==> src/rtl/mem_stage_pkg.sv <==
// Shared types and constants for the memory-access pipeline stage.
package mem_stage_pkg;

  localparam int unsigned CONTROL_LINE     = 5;
  localparam int unsigned DATA_LEN         = 64;
  localparam int unsigned INSTRUCTION_PART = 5;

  localparam int unsigned CTL_REG_WRITE  = 4;
  localparam int unsigned CTL_MEM_TO_REG = 3;
  localparam int unsigned CTL_MEM_READ   = 2;
  localparam int unsigned CTL_MEM_WRITE  = 1;

  localparam logic [1:0] PRED_RESET = 2'b01;

  typedef enum logic {
    IDLE = 1'b0,
    BUSY = 1'b1
  } state_t;

  typedef struct packed {
    logic                        valid;
    logic                        reg_write;
    logic                        mem_to_reg;
    logic [DATA_LEN-1:0]         alu_val;
    logic [DATA_LEN-1:0]         mem_data;
    logic [INSTRUCTION_PART-1:0] rd;
  } mem_wb_t;

  typedef struct packed {
    logic                        we;
    logic                        reg_write;
    logic                        mem_to_reg;
    logic [DATA_LEN-1:0]         addr;
    logic [DATA_LEN-1:0]         wdata;
    logic [INSTRUCTION_PART-1:0] rd;
  } mem_op_t;

endpackage

==> src/rtl/branch_predictor_2bit.sv <==
// Global 2-bit saturating branch predictor with a saturating mispredict counter.
module branch_predictor_2bit
  import mem_stage_pkg::*;
(
  input  logic        clk,
  input  logic        rst,
  input  logic        resolve,
  input  logic        taken,
  input  logic        mispredict,
  output logic        predict_taken,
  output logic [31:0] mispredict_count
);

  logic [1:0]  ctr_q;
  logic [31:0] cnt_q;

  always_ff @(posedge clk or posedge rst) begin
    if (rst) begin
      ctr_q <= PRED_RESET;
      cnt_q <= '0;
    end else if (resolve) begin
      if (taken && ctr_q != 2'b11)
        ctr_q <= ctr_q + 2'b01;
      else if (!taken && ctr_q != 2'b00)
        ctr_q <= ctr_q - 2'b01;
      if (mispredict && cnt_q != 32'hFFFF_FFFF)
        cnt_q <= cnt_q + 32'd1;
    end
  end

  assign predict_taken    = ctr_q[1];
  assign mispredict_count = cnt_q;

endmodule

==> src/rtl/mem_stage.sv <==
// MEM pipeline stage: branch resolution, req/ack data-memory access, MEM/WB register.
module mem_stage
  import mem_stage_pkg::*;
(
  input  logic                        clk,
  input  logic                        rst,
  input  logic [CONTROL_LINE-1:0]     control_in,
  input  logic                        if_beq_in,
  input  logic                        zero_in,
  input  logic                        predictor_in,
  input  logic [DATA_LEN-1:0]         alu_val_in,
  input  logic [DATA_LEN-1:0]         wr_addr_in,
  input  logic [INSTRUCTION_PART-1:0] instruction_part_in,
  output logic                        stall_out,
  output logic                        mem_flush,
  output logic                        predict_taken,
  output logic                        dmem_req,
  output logic                        dmem_we,
  output logic [DATA_LEN-1:0]         dmem_addr,
  output logic [DATA_LEN-1:0]         dmem_wdata,
  input  logic                        dmem_ack,
  input  logic [DATA_LEN-1:0]         dmem_rdata,
  output logic                        wb_valid,
  output logic                        wb_reg_write,
  output logic                        wb_mem_to_reg,
  output logic [DATA_LEN-1:0]         wb_alu_val,
  output logic [DATA_LEN-1:0]         wb_mem_data,
  output logic [INSTRUCTION_PART-1:0] wb_rd,
  output logic [31:0]                 mispredict_count
);

  state_t  state_q, state_d;
  mem_wb_t wb_q, wb_d;
  mem_op_t op_q;
  logic    op_load, mem_op, resolve;
  logic    unused_ctl;

  assign unused_ctl = control_in[0];

  always_ff @(posedge clk or posedge rst) begin
    if (rst) state_q <= IDLE;
    else     state_q <= state_d;
  end

  always_comb begin
    state_d   = state_q;
    wb_d      = wb_q;
    op_load   = 1'b0;
    stall_out = 1'b0;
    mem_flush = 1'b0;
    resolve   = 1'b0;
    dmem_req  = 1'b0;
    dmem_we   = 1'b0;
    mem_op    = control_in[CTL_MEM_READ] | control_in[CTL_MEM_WRITE];
    unique case (state_q)
      IDLE: begin
        if (mem_op) begin
          // memory access wins over a (malformed) branch in the same bundle
          state_d   = BUSY;
          op_load   = 1'b1;
          stall_out = 1'b1;
          wb_d      = '0;
        end else begin
          wb_d.valid      = (|control_in[CTL_REG_WRITE:CTL_MEM_WRITE]) | if_beq_in;
          wb_d.reg_write  = control_in[CTL_REG_WRITE];
          wb_d.mem_to_reg = control_in[CTL_MEM_TO_REG];
          wb_d.alu_val    = alu_val_in;
          wb_d.mem_data   = '0;
          wb_d.rd         = instruction_part_in;
          resolve         = if_beq_in;
          mem_flush       = if_beq_in & (zero_in ^ predictor_in);
        end
      end
      BUSY: begin
        dmem_req  = 1'b1;
        dmem_we   = op_q.we;
        stall_out = ~dmem_ack;
        wb_d      = '0;
        if (dmem_ack) begin
          state_d         = IDLE;
          wb_d.valid      = 1'b1;
          wb_d.reg_write  = op_q.reg_write;
          wb_d.mem_to_reg = op_q.mem_to_reg;
          wb_d.alu_val    = op_q.addr;
          wb_d.mem_data   = op_q.we ? '0 : dmem_rdata;
          wb_d.rd         = op_q.rd;
        end
      end
    endcase
    if (rst) begin
      stall_out = 1'b0;
      mem_flush = 1'b0;
      resolve   = 1'b0;
    end
  end

  // MEM/WB bundle and captured memory-op registers
  always_ff @(posedge clk or posedge rst) begin
    if (rst) begin
      wb_q <= '0;
      op_q <= '0;
    end else begin
      wb_q <= wb_d;
      if (op_load) begin
        op_q.we         <= control_in[CTL_MEM_WRITE];
        op_q.reg_write  <= control_in[CTL_REG_WRITE];
        op_q.mem_to_reg <= control_in[CTL_MEM_TO_REG];
        op_q.addr       <= alu_val_in;
        op_q.wdata      <= wr_addr_in;
        op_q.rd         <= instruction_part_in;
      end
    end
  end

  assign dmem_addr     = op_q.addr;
  assign dmem_wdata    = op_q.wdata;
  assign wb_valid      = wb_q.valid;
  assign wb_reg_write  = wb_q.reg_write;
  assign wb_mem_to_reg = wb_q.mem_to_reg;
  assign wb_alu_val    = wb_q.alu_val;
  assign wb_mem_data   = wb_q.mem_data;
  assign wb_rd         = wb_q.rd;

  branch_predictor_2bit u_bp (
    .clk              (clk),
    .rst              (rst),
    .resolve          (resolve),
    .taken            (zero_in),
    .mispredict       (mem_flush),
    .predict_taken    (predict_taken),
    .mispredict_count (mispredict_count)
  );

endmodule
==> config.mk <==
export PLATFORM = sky130hd
export DESIGN_NAME = mem_stage
export DESIGN_NICKNAME = d
export VERILOG_FILES = /design/src/rtl/mem_stage_pkg.sv /design/src/rtl/branch_predictor_2bit.sv /design/src/rtl/mem_stage.sv
export SDC_FILE = /design/constraint.sdc
export NUM_CORES = 1
export LEC_CHECK = 0
export CAP_MARGIN = 25
export CORE_AREA = 2 2 199 201
export DETAILED_ROUTE_END_ITERATION = 16
export DIE_AREA = 0 0 201 203
export PLACE_DENSITY = 0.72
export SYNTH_ARGS = -nofsm -noshare
export SYNTH_HDL_FRONTEND = slang
export SYNTH_SLANG_ARGS = --single-unit
==> constraint.sdc <==
create_clock -name clk -period 18.9 [get_ports clk]
set_input_delay 4.725 -clock clk [delete_from_list [all_inputs] [get_ports clk]]
set_output_delay 4.725 -clock clk [all_outputs]
set_load 0.005 [all_outputs]
Word-level counts from Yosys, hierarchy flattened
Cells that the tools add are included.

Bits in registers: 307. Bits of input ports: 208. Output and inout port bits: 301. Logic and storage cells: 55.

Add/sub/neg operators: 3. Eq/ne operators: 2. Mux-type cells: 20. Bitwise gates (word level): 6. Reductions and logical operators: 9.

Operators by type and width (count): 2-to-1 mux 136 bit (2); one-hot mux 136 bit (2 select lines) (1); 2-to-1 mux 64 bit (1); adder 32 x 1 -> 32 bit, second input constant (1); != test 32 bit, second input constant (1); 2-to-1 mux 1 bit (12); 2-to-1 mux 2 bit (2); one-hot mux 1 bit (2 select lines) (2); AND reduction 2 bit (2); nonzero test 2 bit (2); OR reduction 4 bit (1); logical AND 1 bit (3); adder 2 x 1 -> 2 bit, second input constant (1); != test 2 bit, second input constant (1); NOT 1 bit (2); bitwise OR 1 bit (2); subtractor 2 x 1 -> 2 bit, second input constant (1); AND 1 bit (1); logical NOT 1 bit (1); bitwise XOR 1 bit (1).

Depth between registers and ports, before layout
Depth in word-level cells: 7. Mapped depth: 8. Mapped depth without buffers: 6.

By module
Synthesis repeated with hierarchy kept, for this count alone.

Cells, all modules: 890. Area total of the unflattened synthesis: 12530.8 µm².

By module, submodules not included: mem_stage (times used 1, cells each 723, area an instance 10805.4 µm², seq. area each 6831.6 µm²); branch_predictor_2bit (times used 1, cells each 167, area an instance 1725.4 µm², seq. area each 852.1 µm²).

Worst setup path after synthesis
No wires, ideal clock.

Path type: input to output. From: input rst. To: output mem_flush. Arrival: 12.785 ns. Required time: 14.175 ns. Setup slack: 1.390 ns. Stages on the path: 3. Buffers on the path: 0. Path through: inv_1 -> nand4_1 -> inv_1.

Cells in the longest elaborated chain, start to end: 1.

RTL lines: from (decl) (line mem_stage.sv:6) `input logic rst,`; 2-to-1 mux 1 bit (line mem_stage.sv:90) `if (rst) begin`; to (decl) (line mem_stage.sv:15) `output logic mem_flush,`.

No other way between the ends.

Worst setup path after layout
From: input control_in[1]. To: output stall_out.

Cells in the longest elaborated chain, start to end: 4.

RTL lines: from (decl) (line mem_stage.sv:7) `input logic [CONTROL_LINE-1:0] control_in,`; bitwise OR 1 bit (line mem_stage.sv:54) `mem_op = control_in[CTL_MEM_READ] | control_in[CTL_MEM_WRITE];`; 2-to-1 mux 1 bit (line mem_stage.sv:57) `if (mem_op) begin`; one-hot mux 1 bit (2 select lines) (line mem_stage.sv:55) `unique case (state_q)`; 2-to-1 mux 1 bit (line mem_stage.sv:90); to (decl) (line mem_stage.sv:14) `output logic stall_out,`.

No other way between the ends.

==> run_results.csv <==
group,metric,value,unit
status,outcome,"finished clean",
sta,fin_setup_tns,0,ns
critical_path,critPathRequiredTime,14.18,ns
pwr,max-vdd-ir-drop,0.07418,mV
floorplanning,io_pins,509,
placed_design,detailedPlace.worstSlack,7.088,ns
critical_path,cp.arrival,7.11,ns
sta,min_period,11.83,ns
grt,grt_util_all_layers,0.1631,
pwr,pwr_density_cell,103.5,nW/µm²
drt,route.detailed.drc,0,
clock_network,clkSinkCount,307,
sta,achievable-frequency,84.52,MHz
critical_path,cp_max_fo,76,
grt,first_global_vias,8704,
finish,layout.nets,1466,
clock_network,tritoncts_clock_tree,"yes",
pwr,comb_power_share,0.216,
yosys,yosys-top-cells-count,"306 x sky130_fd_sc_hd__dfrtp_1, 136 x sky130_fd_sc_hd__mux2_2, 128 x sky130_fd_sc_hd__buf_4",
drt,detailed_route_vias_per_instance,4.483,
grt,number_of_antenna_violations_at_the_first_check_in_global_routing,0,
drt,sum_of_routed_wire_length_over_all_layers,33530,µm
yosys,netlist.top_cell.by_area,"sky130_fd_sc_hd__dfrtp_1",
grt,pin_count_of_the_biggest_net_entering_global_routing,125,
pwr,totalPowerFinal,1.871,mW
floorplanning,design.core.area,38470,µm²
finish,layout-area-overhead-vs-synth,47.47,%
clock_network,cts_root_buf,"sky130_fd_sc_hd__clkbuf_16",
floorplanning,core.rowCount,72,
drt,drt_first_pass_iters,4,
clock_network,cts-buffers-inserted,34,
sta,slew_headroom,0.3139,
critical_path,critical_path_class,"in -> out",
critical_path,timing.critical_path.from_type,"input port",
drt,drt_iter0_markers,267,
pwr,p_seq_frac,0.431,
flow_run,maxCapViolCount,0,
finish,final_core_density,0.4697,
sta,drv_slew,0,
pwr,clkPwrFrac,0.353,
yosys,postSynthRegisterBits,307,
yosys,synth-warning-count,0,
clock_network,cts.reportedPaths.clkPinSlew,0.06,ns
finish,fillerInstances,3434,
drt,wl_per_cell,18.65,µm
sta,clock_skew,0.008359,ns
clock_network,insertion_delay,0.52,ns
yosys,synth_fp_nets,1085,
sta,worst-slew-pin-transition,1.029,ns
yosys,synth.yosys.seq_area_share,0.6271,
clock_network,cts-resized-gates,0,
critical_path,critical_path_cell_list,"clkdlybuf4s50_1 > nor3_4 > buf_4 > nor3_1 > clkdlybuf4s50_1",
pwr,cellInternalPower,1.421,mW
finish,antenna_cells_inserted,0,
sta,layout_worst_path_cycle_share,0.6260,
critical_path,cp_slowest_stage_delay,0.78,ns
clock_network,cts-hold-fix-buffers,0,
yosys,most_frequent_cell_after_synthesis,"sky130_fd_sc_hd__dfrtp_1",
yosys,postSynthAreaPerCell,13.99,µm²
grt,grt_pass1_wl,51620,µm
pwr,static_leakage,7.807,nW
placed_design,place.port_buffers,507,
drt,route.antenna.remaining_nets,0,
finish,multiInputGateArea,3433,µm²
placed_design,detailedPlacementHpwl,23530,µm
clock_network,ctsLongestPathBuffers,3,
floorplanning,die_width,201,µm
clock_network,post-cts-setup-buffer-count,0,
grt,gr-total-overflow,0,
critical_path,timing.critical_path.slowest_stage_cell,"sky130_fd_sc_hd__buf_4",
floorplanning,start_util,0.3185,
yosys,postSynthCellCount,876,
sta,timing_hold_violations_final,0,
drt,route.vias.total,8061,
placed_design,gpl.final_weighted_congestion,0.7874,
pwr,swShare,0.2405,
clock_network,htreeDepth,2,
yosys,synth.lib_cells_used.distinct,38,
sta,fin_ws,7.068,ns
hold_path,timing.hold.worst.class,"reg -> reg",
floorplanning,dieArea,40800,µm²
finish,layout-drive-gt1-share,0.1656,
yosys,synthFlopType,"sky130_fd_sc_hd__dfrtp_1",
finish,final-seq-area,7684,µm²
yosys,async_set_reset_flop_share_out_of_synthesis,1.000,
yosys,synth_top_cell_area_share,0.6250,
sta,finalSetupViolCount,0,
sta,rsz0062_at_grt,"no",
yosys,synth_top_cells_by_area,"sky130_fd_sc_hd__dfrtp_1 63%, sky130_fd_sc_hd__mux2_2 12%, sky130_fd_sc_hd__buf_4 7.8%",
critical_path,critical_path.endpoint_type,"output pin",
yosys,synthesis.area,12250,µm²
floorplanning,fp.dieH,203,µm
critical_path,worst_path_most_repeated_cell,"sky130_fd_sc_hd__clkdlybuf4s50_1",
pwr,p_switching,450.0,µW
yosys,number_of_enable_type_register_cells_in_the_synthesized_netlist,0,
cell families (layout without fill, tap and decap cells):
kind of cell	count (synthesis)	in the layout	share of synthesized area
AOI/OAI and AO/OA	81	81	0.05688
DFF	307	307	0.6271
xor gates and xnor gates	32	32	0.02288
muxes	137	137	0.1258
and+or+nand+nor	144	144	0.07139
buffers and inverters	174	578	0.09487
adders and majority gates	1	1	0.001021
final cells by class:
| cell class | instances | area share |
|---|---|---|
| Multi-Input combinational cell | 395 | 0.1900 |
| Tap cell | 518 | 0.03587 |
| Timing Repair Buffer | 514 | 0.2852 |
| Inverter | 5 | 0.001454 |
| Clock inverter | 4 | 0.001108 |
| Sequential cell | 307 | 0.4253 |
| Clock buffer | 55 | 0.06108 |
metal layers:
metal / vias to the layer above / global-route usage / routed length, µm
li1: 3654 / - / -
met2: 333 / 0.2700 / 16310
met4: 0 / 0.05714 / 1038
met3: 59 / 0.06629 / 3021
met1: 4015 / 0.1916 / 13150
met5: - / 0 / 0
cells in the final DEF (no fill, tap or decap), drive strengths merged, types with 6 or more instances in the layout:
| cell | count |
|---|---|
| a22o | 71 |
| and2 | 66 |
| and3 | 7 |
| buf | 7 |
| clkbuf | 55 |
| clkdlybuf4s50 | 507 |
| dfrtp | 306 |
| mux2 | 136 |
| nand2 | 18 |
| nand3 | 13 |
| nand4 | 8 |
| nor2 | 7 |
| nor3 | 13 |
| nor4 | 6 |
| xnor2 | 12 |
| xor2 | 20 |
power groups by stage:
stage	combinational (mW)	clock, mW	sequential, mW
finish	0.404	0.660	0.807
global route	0.431	0.705	0.819
CTS	0.411	0.679	0.808
detailed placement	0.409	0	0.819
global placement	0.402	0	0.814
floorplan	0.213	0	0.809
worst paths after layout:
check	from	to	slack (ns)	depth (start not counted)
setup / recovery	control_in[1]	stall_out	7.07	5
hold / removal	op_q[1]	wb_rd[1]	0.49	1
setup reg to reg	state_q	dmem_wdata[14]	15.93	4
hold reg to reg	op_q[1]	wb_rd[1]	0.49	1
max in group asynchronous	rst	wb_mem_data[15]	12.13	4
min in group asynchronous	rst	wb_alu_val[50]	4.77	2
metrics by stage:
stage | hold slack [ns] | instances | instance area, µm²
6_report | 0.4891 | 1798 | 18070
5_1_grt | 0.5059 | 1798 | 18070
4_1_cts | 0.4895 | 1798 | 18070
3_5_place_dp | 0.4751 | 1739 | 16940
3_3_place_gp | 0.4698 | 1738 | 16920
2_1_floorplan | 0.4606 | 876 | 12250
worst max-delay path, delay by kind of cell:
family,cells,cell delay [ns]
buf+inv,3,1.84
simple gates,2,0.48
Note: power is estimated with default switching activity, not from simulation.
